## src/rtl/rename_pkg.sv

```systemverilog
// Shared definitions for the register-renaming unit: default sizes,
// request/response/commit records and a modulo pointer helper.
package rename_pkg;

  localparam int unsigned DEF_ARCH_REGS = 32;
  localparam int unsigned DEF_PHYS_REGS = 64;
  localparam int unsigned DEF_ARCH_W    = $clog2(DEF_ARCH_REGS);
  localparam int unsigned DEF_PHYS_W    = $clog2(DEF_PHYS_REGS);

  typedef struct packed {
    logic                  has_dest;
    logic [DEF_ARCH_W-1:0] src1;
    logic [DEF_ARCH_W-1:0] src2;
    logic [DEF_ARCH_W-1:0] dest;
  } rename_req_t;

  typedef struct packed {
    logic [DEF_PHYS_W-1:0] src1;
    logic [DEF_PHYS_W-1:0] src2;
    logic [DEF_PHYS_W-1:0] dest;
    logic [DEF_PHYS_W-1:0] dest_old;
  } rename_rsp_t;

  typedef struct packed {
    logic                  valid;
    logic                  has_dest;
    logic [DEF_ARCH_W-1:0] arch_dest;
    logic [DEF_PHYS_W-1:0] phys_dest;
    logic [DEF_PHYS_W-1:0] phys_old;
  } commit_t;

  // Advance a circular pointer, wrapping depth-1 -> 0 for any depth.
  function automatic int unsigned ptr_inc(input int unsigned ptr, input int unsigned depth);
    return (ptr + 1 >= depth) ? 0 : ptr + 1;
  endfunction

endpackage

```

## src/rtl/rename_free_list.sv

```systemverilog
// Circular free list of physical registers. spec_head feeds speculative
// allocation, retire_head follows in-order commit, tail receives freed
// registers. A flush rewinds spec_head to the (post-commit) retire_head.
module rename_free_list
  import rename_pkg::*;
#(
  parameter int unsigned ARCH_REGS = DEF_ARCH_REGS,
  parameter int unsigned PHYS_W    = DEF_PHYS_W,
  parameter int unsigned FL_DEPTH  = DEF_PHYS_REGS - DEF_ARCH_REGS
) (
  input  logic              clk,
  input  logic              reset,
  input  logic              pop,
  input  logic              push,
  input  logic [PHYS_W-1:0] push_data,
  input  logic              flush,
  output logic [PHYS_W-1:0] head_data,
  output logic [PHYS_W:0]   count,
  output logic              push_accept,
  output logic              overflow_err
);

  localparam int unsigned    PTR_W = (FL_DEPTH > 1) ? $clog2(FL_DEPTH) : 1;
  localparam logic [PHYS_W:0] FULL = (PHYS_W + 1)'(FL_DEPTH);

  logic [PHYS_W-1:0] mem [FL_DEPTH];
  logic [PTR_W-1:0]  spec_head, retire_head, tail;
  logic [PTR_W-1:0]  spec_head_next, retire_head_next, tail_next;
  logic [PHYS_W:0]   count_next, restore_count;
  logic              pop_ok, push_ok, overflow_now;
  int unsigned       restore_diff;

  assign head_data   = mem[spec_head];
  assign push_accept = push_ok;

  // Next-state pointers/count; a push into a full list is dropped unless a
  // same-cycle pop makes room, and a flush recounts from the retire view.
  always_comb begin
    pop_ok       = pop && (count != '0);
    push_ok      = push && ((count != FULL) || pop_ok);
    overflow_now = (pop && (count == '0)) || (push && !push_ok);

    tail_next        = push_ok ? PTR_W'(ptr_inc(32'(tail), FL_DEPTH)) : tail;
    retire_head_next = push_ok ? PTR_W'(ptr_inc(32'(retire_head), FL_DEPTH)) : retire_head;

    // Equal pointers on the retire side always mean a full list: every
    // architecturally free register is held between retire_head and tail.
    restore_diff  = (32'(tail_next) + FL_DEPTH - 32'(retire_head_next)) % FL_DEPTH;
    restore_count = (restore_diff == 0) ? FULL : (PHYS_W + 1)'(restore_diff);

    if (flush) begin
      spec_head_next = retire_head_next;
      count_next     = restore_count;
    end else begin
      spec_head_next = pop_ok ? PTR_W'(ptr_inc(32'(spec_head), FL_DEPTH)) : spec_head;
      count_next     = count + (PHYS_W + 1)'(push_ok) - (PHYS_W + 1)'(pop_ok);
    end
  end

  // Storage, pointers, occupancy and the sticky error flag.
  always_ff @(posedge clk or negedge reset) begin
    if (!reset) begin
      for (int unsigned k = 0; k < FL_DEPTH; k++) begin
        mem[k] <= PHYS_W'(ARCH_REGS + k);
      end
      spec_head    <= '0;
      retire_head  <= '0;
      tail         <= '0;
      count        <= FULL;
      overflow_err <= 1'b0;
    end else begin
      if (push_ok) begin
        mem[tail] <= push_data;
      end
      spec_head   <= spec_head_next;
      retire_head <= retire_head_next;
      tail        <= tail_next;
      count       <= count_next;
      if (overflow_now) begin
        overflow_err <= 1'b1;
      end
    end
  end

endmodule

```

## src/rtl/rename_unit_ckpt.sv

```systemverilog
// Register-renaming unit: speculative and retirement RATs plus a free list.
// Renames one instruction per cycle, frees old mappings on commit and
// restores speculative state from the retirement RAT on flush.
module rename_unit_ckpt
  import rename_pkg::*;
#(
  parameter int unsigned ARCH_REGS = DEF_ARCH_REGS,
  parameter int unsigned PHYS_REGS = DEF_PHYS_REGS,
  parameter int unsigned ARCH_W    = $clog2(ARCH_REGS),
  parameter int unsigned PHYS_W    = $clog2(PHYS_REGS),
  parameter int unsigned FL_DEPTH  = PHYS_REGS - ARCH_REGS
) (
  input  logic              clk,
  input  logic              reset,
  input  logic              rename_valid,
  output logic              rename_ready,
  input  logic              rename_has_dest,
  input  logic [ARCH_W-1:0] rename_src1,
  input  logic [ARCH_W-1:0] rename_src2,
  input  logic [ARCH_W-1:0] rename_dest,
  output logic [PHYS_W-1:0] phys_src1,
  output logic [PHYS_W-1:0] phys_src2,
  output logic [PHYS_W-1:0] phys_dest,
  output logic [PHYS_W-1:0] phys_dest_old,
  input  logic              commit_valid,
  input  logic              commit_has_dest,
  input  logic [ARCH_W-1:0] commit_arch_dest,
  input  logic [PHYS_W-1:0] commit_phys_dest,
  input  logic [PHYS_W-1:0] commit_phys_old,
  input  logic              flush,
  output logic [PHYS_W:0]   free_count,
  output logic              overflow_err
);

  logic [PHYS_W-1:0] spec_rat     [ARCH_REGS];
  logic [PHYS_W-1:0] ret_rat      [ARCH_REGS];
  logic [PHYS_W-1:0] ret_rat_next [ARCH_REGS];
  logic [PHYS_W-1:0] head_data;
  logic              alloc, commit_fire, commit_accept;

  assign rename_ready = !flush && (free_count != '0);

  // Lookups and allocation decode from registered state.
  always_comb begin
    alloc         = rename_valid && rename_ready && rename_has_dest && (rename_dest != '0);
    commit_fire   = commit_valid && commit_has_dest && (commit_arch_dest != '0);
    phys_src1     = spec_rat[rename_src1];
    phys_src2     = spec_rat[rename_src2];
    phys_dest     = alloc ? head_data : '0;
    phys_dest_old = alloc ? spec_rat[rename_dest] : '0;
  end

  // Retirement map including this cycle's commit, so a flush sees it too.
  always_comb begin
    ret_rat_next = ret_rat;
    if (commit_accept) begin
      ret_rat_next[commit_arch_dest] = commit_phys_dest;
    end
  end

  // Both RATs: identity on reset, flush copies the updated retirement map.
  always_ff @(posedge clk or negedge reset) begin
    if (!reset) begin
      for (int unsigned i = 0; i < ARCH_REGS; i++) begin
        spec_rat[i] <= PHYS_W'(i);
        ret_rat[i]  <= PHYS_W'(i);
      end
    end else begin
      ret_rat <= ret_rat_next;
      if (flush) begin
        spec_rat <= ret_rat_next;
      end else if (alloc) begin
        spec_rat[rename_dest] <= head_data;
      end
    end
  end

  rename_free_list #(
    .ARCH_REGS (ARCH_REGS),
    .PHYS_W    (PHYS_W),
    .FL_DEPTH  (FL_DEPTH)
  ) u_free_list (
    .clk          (clk),
    .reset        (reset),
    .pop          (alloc),
    .push         (commit_fire),
    .push_data    (commit_phys_old),
    .flush        (flush),
    .head_data    (head_data),
    .count        (free_count),
    .push_accept  (commit_accept),
    .overflow_err (overflow_err)
  );

endmodule

```

## config.mk

```make
export PLATFORM = sky130hd
export DESIGN_NAME = rename_unit_ckpt
export DESIGN_NICKNAME = d
export VERILOG_FILES = /design/src/rtl/rename_pkg.sv /design/src/rtl/rename_free_list.sv /design/src/rtl/rename_unit_ckpt.sv
export SDC_FILE = /design/constraint.sdc
export NUM_CORES = 1
export LEC_CHECK = 0
export BUFFER_PORTS_ARGS = -buffer_cell sky130_fd_sc_hd__buf_2
export CORE_UTILIZATION = 44
export DETAILED_ROUTE_END_ITERATION = 7
export GPL_TIMING_DRIVEN = 0
export HOLD_SLACK_MARGIN = 0.1
export SLEW_MARGIN = 20
export SYNTH_ARGS = -nofsm -noshare
export SYNTH_HDL_FRONTEND = slang
export SYNTH_SLANG_ARGS = --single-unit
```

## constraint.sdc

```tcl
create_clock -name clk -period 3.5 [get_ports clk]
set_input_delay 0 -clock clk [delete_from_list [all_inputs] [get_ports clk]]
set_output_delay 0 -clock clk [all_outputs]
set_load 0.005 [all_outputs]
```

==> qor.csv <==
stage,metric,value,unit
run_status,status,"finished, violations left",
run_status,failing checks,design-rule violations,
sta,fmax,291,MHz
clock_network,"Clk Latency, worst-skew pair",0.63,ns
sta,Min Hold Slack,0.124,ns
critical_path,Reg2Reg Setup Slack,0.06,ns
critical_path,required time of the worst setup path,4.02,ns
logic_synthesis,Syn Nets,2259,
global_routing,Global Route Usage Sum,0.314,
routing,first-pass iteration count of the detailed router,8,
final_layout,fill cell total of the finished layout,5836,
power_and_ir_drop,Peak VDD IR,645,uV
routing,drc violations,10,
floorplan,chip height,266,um
sta,final setup vio count,0,
clock_network,Bufs on Longest Clock Path,3,
floorplan,Initial Utilization,0.446,
logic_synthesis,predominant post-synthesis flop cell,dfrtp_1,
clock_network,clk sinks,599,
final_layout,Final Util,0.511,
sta,Worst-Margin Slew,1.28,ns
placed_design,IO buf count,61,
logic_synthesis,async set or reset register ratio after synthesis,1.00,
final_layout,Area Overhead vs Synth,14.6,%
logic_synthesis,sequential area share after synthesis,0.499,
routing,per-cell routed wire length,32.9,um
logic_synthesis,Post-synth EDFFs,0,
logic_synthesis,synthesized area,30700,um^2
critical_path,CP endpoint kind,flop,
clock_network,H-Tree Depth,3,
logic_synthesis,post-synth cell types,66,
routing,DR vias,22300,
clock_network,CTS tree,built,
critical_path,crit path max fanout,7,
routing,Vias/cell,6.65,
placed_design,GP Congestion,1.02,
routing,Routed Wire Length,111,mm
placed_design,DP Wirelength,79.6,mm
sta,Slew Limit Headroom,0.146,
routing,DRC marker count from the first detailed-route iteration,2630,
sta,pins over their slew limit,0,
critical_path,Setup CP Type,reg2reg,
sta,Layout Skew,0.0313,ns
global_routing,initial antenna violation count,5,
clock_network,Num CTS Buffers,67,
floorplan,Die X,266,um
placed_design,DP Worst Slack,-0.939,ns
critical_path,worst endpoint data arrival time,3.95,ns
floorplan,core area,68800,um^2
logic_synthesis,Mapped Cells,2198,
sta,Final Hold Viols,0,
clock_network,Root Driver,clkbuf_16,
logic_synthesis,Synth Area per Inst,14.0,um^2
clock_network,"Clk pin slew, worst setup/hold paths",0.06,ns
sta,final period utilization,0.982,
floorplan,full die area,70800,um^2
sta,Setup WS post-layout,0.0638,ns
logic_synthesis,Syn. warnings,0,
global_routing,GR Overflow Total,0,
power_and_ir_drop,PwrDens,731,nW/um^2
power_and_ir_drop,leakage power,14.7,nW
logic_synthesis,number of synthesized register bits,599,
critical_path,CP Launch Type,flop,
power_and_ir_drop,Final Power,0.0257,W
final_layout,layout cell share with drive strength beyond 1,0.479,
sta,Tmin final,3.44,ns
flow_run,max-cap violations,0,
global_routing,first-pass GRT wire length,159,mm
global_routing,vias in the first global route,22400,
final_layout,final net count,2428,
global_routing,largest net degree at the start of global routing,101,
hold_path,Hold Path Class,in2reg,
floorplan,row count,96,
floorplan,io pins,72,
routing,Post-DRT Antenna Nets,0,
synthesized netlist by cell type, types with 3 or more instances:
| cell type | n | share of area |
|---|---|---|
| a211o_1 | 11 | 0.0031 |
| a21o_1 | 5 | 0.0012 |
| a21oi_1 | 41 | 0.0067 |
| a221o_1 | 188 | 0.061 |
| a22o_1 | 10 | 0.0029 |
| a31oi_1 | 8 | 0.0016 |
| and3_1 | 10 | 0.0020 |
| and3b_1 | 4 | 0.0011 |
| buf_1 | 22 | 0.0027 |
| buf_2 | 37 | 0.0060 |
| clkbuf_1 | 127 | 0.016 |
| dfrtp_1 | 326 | 0.27 |
| dfstp_2 | 273 | 0.23 |
| ha_1 | 20 | 0.0082 |
| inv_1 | 25 | 0.0031 |
| mux2_1 | 3 | 0.0011 |
| mux2_2 | 383 | 0.14 |
| mux2_4 | 12 | 0.0059 |
| mux2i_1 | 26 | 0.0085 |
| mux4_2 | 205 | 0.15 |
| nand2_1 | 73 | 0.0089 |
| nand3_1 | 13 | 0.0021 |
| nand3b_1 | 3 | 0.00073 |
| nor2_1 | 168 | 0.021 |
| nor2b_1 | 6 | 0.0012 |
| nor3_1 | 62 | 0.010 |
| nor3b_1 | 5 | 0.0012 |
| nor3b_2 | 4 | 0.0016 |
| nor4_1 | 6 | 0.0012 |
| o21ai_0 | 10 | 0.0016 |
| o221ai_1 | 7 | 0.0020 |
| o22a_1 | 6 | 0.0017 |
| o22ai_1 | 29 | 0.0059 |
| o31ai_1 | 4 | 0.00098 |
| or2_2 | 5 | 0.0010 |
| or3_1 | 9 | 0.0018 |
| xnor2_1 | 7 | 0.0020 |
| xor2_1 | 7 | 0.0020 |
per-layer routing:
layer | up-vias | share of wire | track usage
li1 | 8908 | - | -
met1 | 11900 | 0.41 | 0.436
met2 | 1228 | 0.45 | 0.471
met3 | 306 | 0.088 | 0.0628
met4 | 8 | 0.050 | 0.156
met5 | - | 0.00089 | 0.00624
path summary, 6_finish.rpt:
kind                                           startpoint                                    to  cells past startpoint
max                        u_free_list.count[2]$_DFF_PN0_        u_free_list.count[5]$_DFF_PN1_                     14
min                                   commit_arch_dest[1]  u_free_list.overflow_err$_DFFE_PN0P_                      4
max reg2reg                u_free_list.count[2]$_DFF_PN0_        u_free_list.count[5]$_DFF_PN1_                     14
min reg2reg                        ret_rat[190]$_DFF_PN0_                ret_rat[190]$_DFF_PN0_                      1
min in group asynchronous                           reset                ret_rat[190]$_DFF_PN0_                      4
max in group asynchronous                           reset                 ret_rat[20]$_DFF_PN1_                      6
state kept, by name, summed over array words and instances, names as in the netlist:
| signal | count |
|---|---|
| u_free_list.retire_head | 5 |
| u_free_list.tail | 5 |
| ret_rat | 192 |
| u_free_list.spec_head | 5 |
| u_free_list.overflow_err | 1 |
| u_free_list.mem | 192 |
| u_free_list.count | 7 |
| spec_rat | 192 |
critical path: stages, from the launching register on:
cell and delay, ns:
dfrtp_1 0.34, inv_1 0.06, ha_1 0.19, nor4b_4 0.13
buf_4 0.16, a21bo_4 0.27, o21ai_4 0.31, nand2_4 0.16
o31ai_2 0.49, inv_1 0.09, ha_1 0.35, a21oi_1 0.18
xor2_1 0.21, nand3_1 0.13, o31ai_2 0.25
through the flow:
step / TNS (ns) / instances / instance area [um^2]
after global routing: -0.0588 / 3353 / 35200
after floorplan: 0 / 2198 / 30700
after CTS: -0.228 / 3340 / 35000
after detailed placement: -66.56 / 3198 / 32400
after global placement: -4648.54 / 3190 / 32200
final: 0 / 3357 / 35200
kinds of logic (layout without fill, tap and decap cells):
| group | count (synthesis) | after routing | synth area share |
|---|---|---|---|
| AOI/OAI and AO/OA | 335 | 335 | 0.0943 |
| xor gates and xnor gates | 14 | 14 | 0.00399 |
| adders and majority gates | 22 | 22 | 0.00945 |
| buffers and inverters | 214 | 438 | 0.0278 |
| DFF | 599 | 599 | 0.499 |
| muxes | 629 | 629 | 0.306 |
| other | 0 | 4 | 0 |
| and+or+nand+nor | 385 | 385 | 0.0588 |
cells in the final DEF, fill, tap and decap left out, types with 25 or more instances in the layout:
cell,instances
mux2_2,383
dfrtp_1,325
dfstp_2,273
mux4_2,205
a221o_1,188
nor2_1,168
clkbuf_1,139
buf_2,85
nand2_1,71
clkbuf_16,68
nor3_1,58
a21oi_1,38
mux2i_1,25
where the power goes:
group / leakage, nW / switching [W] / total [W] / internal [W]
combinational: 6.46 / 0.00492 / 0.00845 / 0.00354
clock: 1.08 / 0.00306 / 0.00719 / 0.00413
sequential: 7.15 / 0.00110 / 0.0101 / 0.00899
timing repair:
action,CTS,global route
resized for setup,41,33
setup endpoints to repair,194,48
pin swaps,0,5
buffers inserted,0,12
hold buffers,19,0
hold endpoints to repair,351,0
cell type report:
class / count / area (um^2) / area share
diodes: 4 / 10.0 / 0.000285
flip-flops and latches: 599 / 15300 / 0.436
multi-input cells: 1385 / 14700 / 0.418
inverters: 26 / 105 / 0.00299
plain buffers: 187 / 835 / 0.0237
well taps: 931 / 1160 / 0.0331
clock inverters: 22 / 282 / 0.00800
clock buffers: 102 / 1950 / 0.0554
repair buffers: 101 / 801 / 0.0228
(Power assumes the default switching activity.)
